[config.mk]
export PLATFORM = sky130hd
export DESIGN_NAME = adc_buffer_reader
export DESIGN_NICKNAME = d
export VERILOG_FILES = /design/src/rtl/adc_buffer_reader.sv
export SDC_FILE = /design/constraint.sdc
export NUM_CORES = 1
export LEC_CHECK = 0
export BUFFER_PORTS_ARGS = -buffer_cell sky130_fd_sc_hd__buf_2
export CAP_MARGIN = 20
export CORE_MARGIN = 2
export CORE_UTILIZATION = 48
export DETAILED_ROUTE_END_ITERATION = 7
export PLACE_DENSITY_LB_ADDON = 0.05
export RECOVER_POWER = 100
export SLEW_MARGIN = 10
export SYNTH_ARGS = -nofsm -noshare
export SYNTH_HDL_FRONTEND = slang
export SYNTH_SLANG_ARGS = --single-unit
[constraint.sdc]
create_clock -name clock -period 3 [get_ports clock]
set_input_delay 0.45 -clock clock [delete_from_list [all_inputs] [get_ports clock]]
set_output_delay 0.45 -clock clock [all_outputs]
set_load 0.02 [all_outputs]
[src/rtl/adc_buffer_reader.sv]
// adc_buffer_reader: read-side controller for the ADC sample buffer. Walks a
// wrap-around address range of the buffer's synchronous read port, absorbs
// its one-cycle read latency and streams the samples out in address order
// on a valid/ready port with full backpressure.
module adc_buffer_reader #(
   parameter int DATA_WIDTH  = 12,
   parameter int BUFFER_SIZE = 4096,
   parameter int ADDR_WIDTH  = 12,
   parameter int FIFO_DEPTH  = 4
) (
   input  logic                  clock,
   input  logic                  reset,
   input  logic                  start,
   input  logic [ADDR_WIDTH-1:0] start_addr,
   input  logic [ADDR_WIDTH:0]   length,
   input  logic                  abort,
   output logic [ADDR_WIDTH-1:0] read_addr,
   input  logic [DATA_WIDTH-1:0] read_data,
   output logic [DATA_WIDTH-1:0] m_data,
   output logic                  m_valid,
   input  logic                  m_ready,
   output logic                  m_last,
   output logic                  busy,
   output logic                  done
);

   localparam int LEN_W = ADDR_WIDTH + 1;
   localparam int PTR_W = $clog2(FIFO_DEPTH);
   localparam int CNT_W = PTR_W + 1;
   localparam logic [LEN_W-1:0] MAX_LEN = LEN_W'(BUFFER_SIZE);

   typedef enum logic [1:0] {IDLE, RUN, DRAIN} state_t;

   state_t                state, state_next;
   logic [ADDR_WIDTH-1:0] addr_cnt;
   logic [LEN_W-1:0]      issue_rem;
   logic [LEN_W-1:0]      out_rem;
   logic                  rd_pending;  // buffer samples read_addr at the coming edge
   logic                  rd_valid;    // read_data holds a sample to capture at the coming edge
   logic [DATA_WIDTH-1:0] fifo_mem [FIFO_DEPTH];
   logic [PTR_W-1:0]      wr_ptr, rd_ptr;
   logic [CNT_W-1:0]      fifo_count;

   logic [LEN_W-1:0]      len_clamped;
   logic [CNT_W-1:0]      occupancy;
   logic                  kill, accept, issue, pop, final_pop;
   logic [ADDR_WIDTH-1:0] issue_addr;
   logic [LEN_W-1:0]      issue_base;

   // Reads in flight count against the FIFO so a stalled output never overflows it.
   assign len_clamped = (length > MAX_LEN) ? MAX_LEN : length;
   assign occupancy   = fifo_count + CNT_W'(rd_pending) + CNT_W'(rd_valid);
   assign kill        = abort && (state != IDLE);
   assign m_valid     = (fifo_count != '0);
   assign pop         = m_valid && m_ready;
   assign m_data      = m_valid ? fifo_mem[rd_ptr] : '0;
   assign m_last      = m_valid && (out_rem == LEN_W'(1));
   assign busy        = (state != IDLE);

   // Next-state, read-issue and completion decisions.
   always_comb begin
      // NOTE: every output of this block gets a default first, so no path can infer a latch.
      state_next = state;
      accept     = 1'b0;
      issue      = 1'b0;
      final_pop  = 1'b0;
      issue_addr = addr_cnt;
      issue_base = issue_rem;
      unique case (state)
         IDLE: begin
            issue_addr = start_addr;
            if (start && !abort) begin
               accept     = 1'b1;
               issue_base = len_clamped;
               if (len_clamped != '0) begin
                  issue      = 1'b1;
                  state_next = RUN;
               end
            end
         end
         RUN: begin
            if (issue_rem == '0) state_next = DRAIN;
            else                 issue = (occupancy < CNT_W'(FIFO_DEPTH));
            final_pop = pop && m_last;
         end
         DRAIN:   final_pop = pop && m_last;
         default: state_next = IDLE;
      endcase
      if (final_pop) state_next = IDLE;
      if (kill) begin
         state_next = IDLE;
         issue      = 1'b0;
         final_pop  = 1'b0;
      end
   end

   // State register.
   always_ff @(posedge clock) begin
      // NOTE: sequential state uses non-blocking assignments so every register samples pre-edge values.
      if (reset) state <= IDLE;
      else       state <= state_next;
   end

   // Address and length counters, read pipeline tracking and the done pulse.
   always_ff @(posedge clock) begin
      if (reset) begin
         addr_cnt   <= '0;
         read_addr  <= '0;
         issue_rem  <= '0;
         out_rem    <= '0;
         rd_pending <= 1'b0;
         rd_valid   <= 1'b0;
         done       <= 1'b0;
      end else begin
         issue_rem  <= issue_base - LEN_W'(issue);
         rd_pending <= issue;
         rd_valid   <= rd_pending && !kill;
         done       <= final_pop || (accept && (len_clamped == '0));
         if (issue) begin
            read_addr <= issue_addr;
            addr_cnt  <= issue_addr + ADDR_WIDTH'(1);
         end
         if (accept)   out_rem <= len_clamped;
         else if (pop) out_rem <= out_rem - LEN_W'(1);
      end
   end

   // FIFO pointers and fill level; an abort flushes the FIFO.
   always_ff @(posedge clock) begin
      if (reset || kill) begin
         wr_ptr     <= '0;
         rd_ptr     <= '0;
         fifo_count <= '0;
      end else begin
         if (rd_valid) wr_ptr <= wr_ptr + PTR_W'(1);
         if (pop)      rd_ptr <= rd_ptr + PTR_W'(1);
         fifo_count <= fifo_count + CNT_W'(rd_valid) - CNT_W'(pop);
      end
   end

   // FIFO storage: captures read_data one cycle after each issued read.
   always_ff @(posedge clock) begin
      // NOTE: the storage array has no reset; m_data is masked while the FIFO is empty instead.
      if (rd_valid) fifo_mem[wr_ptr] <= read_data;
   end

endmodule

# After elaboration in Yosys (flattened, before gate mapping)
# Memories as Yosys holds them, arrays and structs flattened. A register that Yosys moved wholly into a read port is not among the register bits.
# Cells that the tools add are included.
# classes
reduce_logical	21
addsub	9
n_lt_le_gt_ge	2
eq_ne	6
bitwise_logic	1
mux	24
# op_table
operator	n
two-way mux 13 bit	5
logical NOT 13 bit	2
two-way mux 12 bit	2
== test 13 x 1 -> 1 bit, second input constant	1
greater-than comparator 13 bit, second input constant	1
nonzero test 13 bit	1
subtractor 13 x 1 -> 13 bit	1
subtractor 13 x 1 -> 13 bit, second input constant	1
adder 12 x 1 -> 12 bit, second input constant	1
two-way mux 1 bit	10
two-way mux 2 bit	5
adder 3 x 1 -> 3 bit	3
logical AND 1 bit	7
!= test 2 bit, second input constant	3
one-hot mux 2 bit (3 select lines)	1
adder 2 x 1 -> 2 bit, second input constant	2
AND reduction 4 bit	1
nonzero test 2 bit	2
less-than comparator 3 bit, second input constant	1
nonzero test 3 bit	1
OR reduction 3 bit	1
subtractor 3 x 1 -> 3 bit	1
== test 2 x 1 -> 1 bit, second input constant	1
== test 2 bit, second input constant	1
other kinds (6)	8
# word_totals
regBits	62
out_inout_bits	28
mem_count	1
ramBits	48
word_cells	75
# mem_list
memory	words	word_bits	read_ports	rd_ports_with_merged_regs	write_ports	line_no	source
fifo_mem	4	12	1	1	1	40	logic [DATA_WIDTH-1:0] fifo_mem [FIFO_DEPTH];

# Longest topological paths before layout
# depth
ltp_word	8
mapped_depth	15
mapped_depth_nobuf	13

# Least setup slack after synthesis
# Ideal clock, no wire load.
# synth_timing
kind	reg2reg
start	register rd_valid
end	register issue_rem[10]
path_stages_with_launch	15
setup_ns	0.128
period_less_slack_ns	2.740
arrival_time_ns	2.613
path_slack_ns	0.260
path_cell_list	dfxtp_1 -> ha_1 -> a21o_1 -> a21oi_1 -> o21ai_0 -> o21a_1 -> buf_4 -> inv_2 -> buf_2 -> ha_1 -> ha_1 -> o311a_1 -> o2111ai_1 -> xnor2_1 -> nor2_1
# synth_via
elab_chain_cells	6
# synth_rtl
element	line_no	source
start: declaration	39	logic rd_valid;
start signal: assignment	117	rd_valid <= rd_pending && !kill;
adder 3 x 1 -> 3 bit	52	assign occupancy = fifo_count + CNT_W'(rd_pending) + CNT_W'(rd_valid);
less-than comparator 3 bit	83	else issue = (occupancy < CNT_W'(FIFO_DEPTH));
two-way mux 1 bit	82	if (issue_rem == '0) state_next = DRAIN;
one-hot mux 1 bit (2 select lines)	69	unique case (state)
two-way mux 1 bit	90	if (kill) begin
net issue	46	logic kill, accept, issue, pop, final_pop;
subtractor 13 x 1 -> 13 bit	115	issue_rem <= issue_base - LEN_W'(issue);
end signal: assignment	115	
end: declaration	36	logic [LEN_W-1:0] issue_rem;
# The timed path passes the listed nets, and every way through them passes these cells.
# A chain may end at the register's enable or synchronous reset.

# Worst setup path in the final report
# layout_timing
start	register out_rem[2]
end	output m_last
# layout_via
elab_chain_cells	2
# layout_rtl
element	line_no	source
start: declaration	37	logic [LEN_W-1:0] out_rem;
start signal: assignment	123	if (accept) out_rem <= len_clamped;
start signal: assignment	124	else if (pop) out_rem <= out_rem - LEN_W'(1);
== test 13 x 1 -> 1 bit	57	assign m_last = m_valid && (out_rem == LEN_W'(1));
logical AND 1 bit	57	
end: declaration	22	output logic m_last,
# No other way between the ends.

==> flow_summary.toml <==
[grt]
first_global_vias = 4222
grt_pass1_wl_um = 21500
grt_usage_pct = 21.6
grt_max_degree = 46
overflow = 0
antenna_found_initial = 0

[setup_path]
criticalPathCategory = "reg -> out"
slowest_delay_ns = 0.55
cp_slowest_cell = "nor4_2"
start_kind = "register"
critPathBufInv = 1
r2r_setup_slack_ns = 0.29
critPathRequiredTime_ns = 2.55
worstPathArrival_ns = 2.29
crit_cells = 4
reg2reg_from = "state[0]$_SDFFE_PP0P_"
cp_top_family = "simple AND/OR/NAND/NOR gates"
path_cells = "nor4_2 > nand4b_1 > nor4_1 > clkbuf_1"
reg2regPathDepth = 9
critPathMaxFanout = 5
critical_path.endpoint_type = "output port"
r2r-end = "addr_cnt[10]$_SDFFE_PP0N_"

[min_path]
min-delay-start = "read_data[8]"
hp-class = "in -> reg"
worst_hold_path.endpoint = "fifo_mem[1][8]$_DFFE_PP_"
holdPathStages = 1

[clocking]
cts_tree = "built"
clock_latency_ns = 0.36
clk_pin_slew_ns = 0.07
numCtsBuffers = 9
cts-hold-fix-buffers = 0
clock_path_buffers = 2
postCtsSetupRepairBufs = 0
cts_resized = 0
clock-root-buffer = "clkbuf_16"
htreeDepth = 3
numClockSinks = 112

[sta]
rsz0062_at_grt = "false"
relSlewSlack_pct = 37.3
setup-violations-final = 0
worst_slew_pin_slew_ns = 0.940
clock.fmax_mhz = 365
setup_tns_ns = 0
drv_slew = 0
hold_violations = 0
final.min_clock_period_ns = 2.74
fin_crit_sh_pct = 91.3
finClkSkew_ns = 0.0101

[route]
vias = 4491
postRouteAntennaNets = 0
first_iter_violations = 245
wl_um = 13100
wire_per_inst_um = 16.9
via_per_inst = 5.79
drc = 0
drt_first_pass_iters = 5

[logic_synthesis]
syn_area_sq_mm = 0.00559
synth_xor_area_share_pct = 3.13
synth_fa_ha_area_share_pct = 3.71
ys_ff_latch = 112
synth_compound_area_share_pct = 14.3
ys_async_sr_fraction_pct = 0
syn_nets = 618
ys.flop_type = "dfxtp_1"
synth.avg_cell_area_sq_um = 9.99
synth-simple-area-share_pct = 18.9
seq_area_frac_synth_pct = 48.7
yosys_warnings = 0
synth_cell_types = 60
synth_edf_count = 48
syn_inst = 560
synth_top_family_by_area = "simple AND/OR/NAND/NOR gates"
synthMuxAreaShare_pct = 7.63

[finish]
area_growth_syn_to_layout_pct = 13.6
layout-drive-gt1-share_pct = 12.2
fin_area_sq_mm = 0.00635
layout.nets = 686
antennaDiodeCount = 0
fill_cells = 1050

[power]
switching_share_pct = 41.2
combPwrFrac_pct = 46.2
power.density_mw_per_mm2 = 1020
ir_worst_vdd_mv = 0.450
p_sw_uw = 2670
p_int_uw = 3810
clockPowerShare_pct = 19.8
power.leakage_uw = 0.00230
seq_power_share_pct = 34.0

[floorplan]
coreArea_sq_mm = 0.0114
dieArea_sq_mm = 0.0125
die_h_um = 112
rows = 39
die_width_um = 112
initial_core_util_pct = 49.2
ios = 70

[flow_run]
drv_cap = 0

[placement]
io_buffer_count = 69
place_area_sq_mm = 0.00610
place_congestion = 0.887
dp_hpwl_um = 9440

[run_status]
status = "complete, no violations"
synth_stat cells (all sizes together) (13+ instances only):
| library cell | instances | share of area [%] |
|---|---|---|
| nand2 | 51 | 3.4 |
| a21oi | 49 | 4.4 |
| ha | 15 | 3.4 |
| clkbuf | 15 | 1.0 |
| o21ai | 20 | 1.8 |
| nand3 | 16 | 1.4 |
| nor3 | 25 | 2.2 |
| inv | 20 | 1.3 |
| and2 | 17 | 1.9 |
| nor2 | 59 | 4.0 |
| buf | 13 | 1.3 |
| mux2i | 13 | 2.3 |
| dfxtp | 64 | 23 |
| edfxtp | 48 | 26 |
sequential cells by signal, indices dropped and copies added (netlist names), named ones only:
signal	flops
addr_cnt	12
done	1
fifo_count	3
fifo_mem	48
issue_rem	13
out_rem	13
rd_pending	1
rd_ptr	2
rd_valid	1
read_addr	12
state	2
wr_ptr	2
per-stage QoR:
stage / hold WS (ns) / power [uW] / setup WS (ns) / utilization (%) / std cells
after floorplan: 0.436 / 4510 / 0.260 / - / 560
after global placement: 0.446 / 5260 / 0.393 / 53.7 / 760
after detailed placement: 0.452 / 5300 / 0.306 / 53.7 / 760
after CTS: 0.297 / 6600 / 0.276 / 56.5 / 776
after global routing: 0.372 / 6990 / 0.00831 / 55.9 / 776
final: 0.355 / 6490 / 0.260 / 55.9 / 776
worst max-delay path by stage:
| stage | slack, ns | to | start |
|---|---|---|---|
| final | 0.26 | m_last | out_rem[2]$_SDFFE_PP0P_ |
| after global routing | 0.008 | issue_rem[9]$_SDFF_PP0_ | rd_valid$_SDFF_PP0_ |
| after CTS | 0.28 | m_last | out_rem[2]$_SDFFE_PP0P_ |
| after detailed placement | 0.31 | addr_cnt[10]$_SDFFE_PP0N_ | state[0]$_SDFFE_PP0P_ |
| after global placement | 0.39 | issue_rem[10]$_SDFF_PP0_ | length[1] |
| after floorplan | 0.26 | issue_rem[10]$_SDFF_PP0_ | rd_valid$_SDFF_PP0_ |
cell type report:
| class | instances | area (sq um) | area share [%] |
|---|---|---|---|
| Inverter | 20 | 75.1 | 1.18 |
| Clock buffer | 12 | 236 | 3.72 |
| Sequential cell | 112 | 2720 | 42.8 |
| Timing Repair Buffer | 85 | 402 | 6.32 |
| Clock inverter | 4 | 77.6 | 1.22 |
| Multi-Input combinational cell | 400 | 2660 | 41.9 |
| Tap cell | 143 | 179 | 2.82 |
layer usage:
metal	vias to the layer above	part of all wire, %	global-route usage, %	wire (um)
met5	-	0	0	0
met4	0	2.0	8.78	266
met3	15	4.6	2.89	600
met2	111	47	34.7	6170
met1	2159	46	29.9	6090
li1	2206	-	-	-
placed cells by master, fill, tap and decap left out, drive strengths merged, types with 4 or more instances in the layout:
master	n
o31ai	5
nor4	10
edfxtp	48
a22oi	8
xor2	8
a21oi	49
inv	22
and3	4
nand3b	8
xnor2	12
nand4	5
dfxtp	64
nand2	51
a21o	4
ha	15
buf	42
clkbuf	55
nor2	59
a311oi	8
mux4	12
nor3	25
and2	17
a211oi	8
o21ai	20
mux2i	13
nand3	16
a31oi	5
power by group through the flow:
stage	logic (uW)	clock network, uW	registers [uW]
after detailed placement	3060	0	2240
final	3000	1280	2210
after global placement	3040	0	2230
after CTS	3080	1320	2200
after floorplan	2260	0	2250
after global routing	3350	1390	2250
cells by family (layout without fill, tap and decap cells):
family	count (synthesis)	count (layout)
AOI/OAI and AO/OA	125	125
and+or+nand+nor	212	212
adders and majority gates	16	16
DFF	112	112
xor gates and xnor gates	20	20
buffers and inverters	48	121
muxes	27	27
No activity file was read; power rests on OpenSTA's default activity.
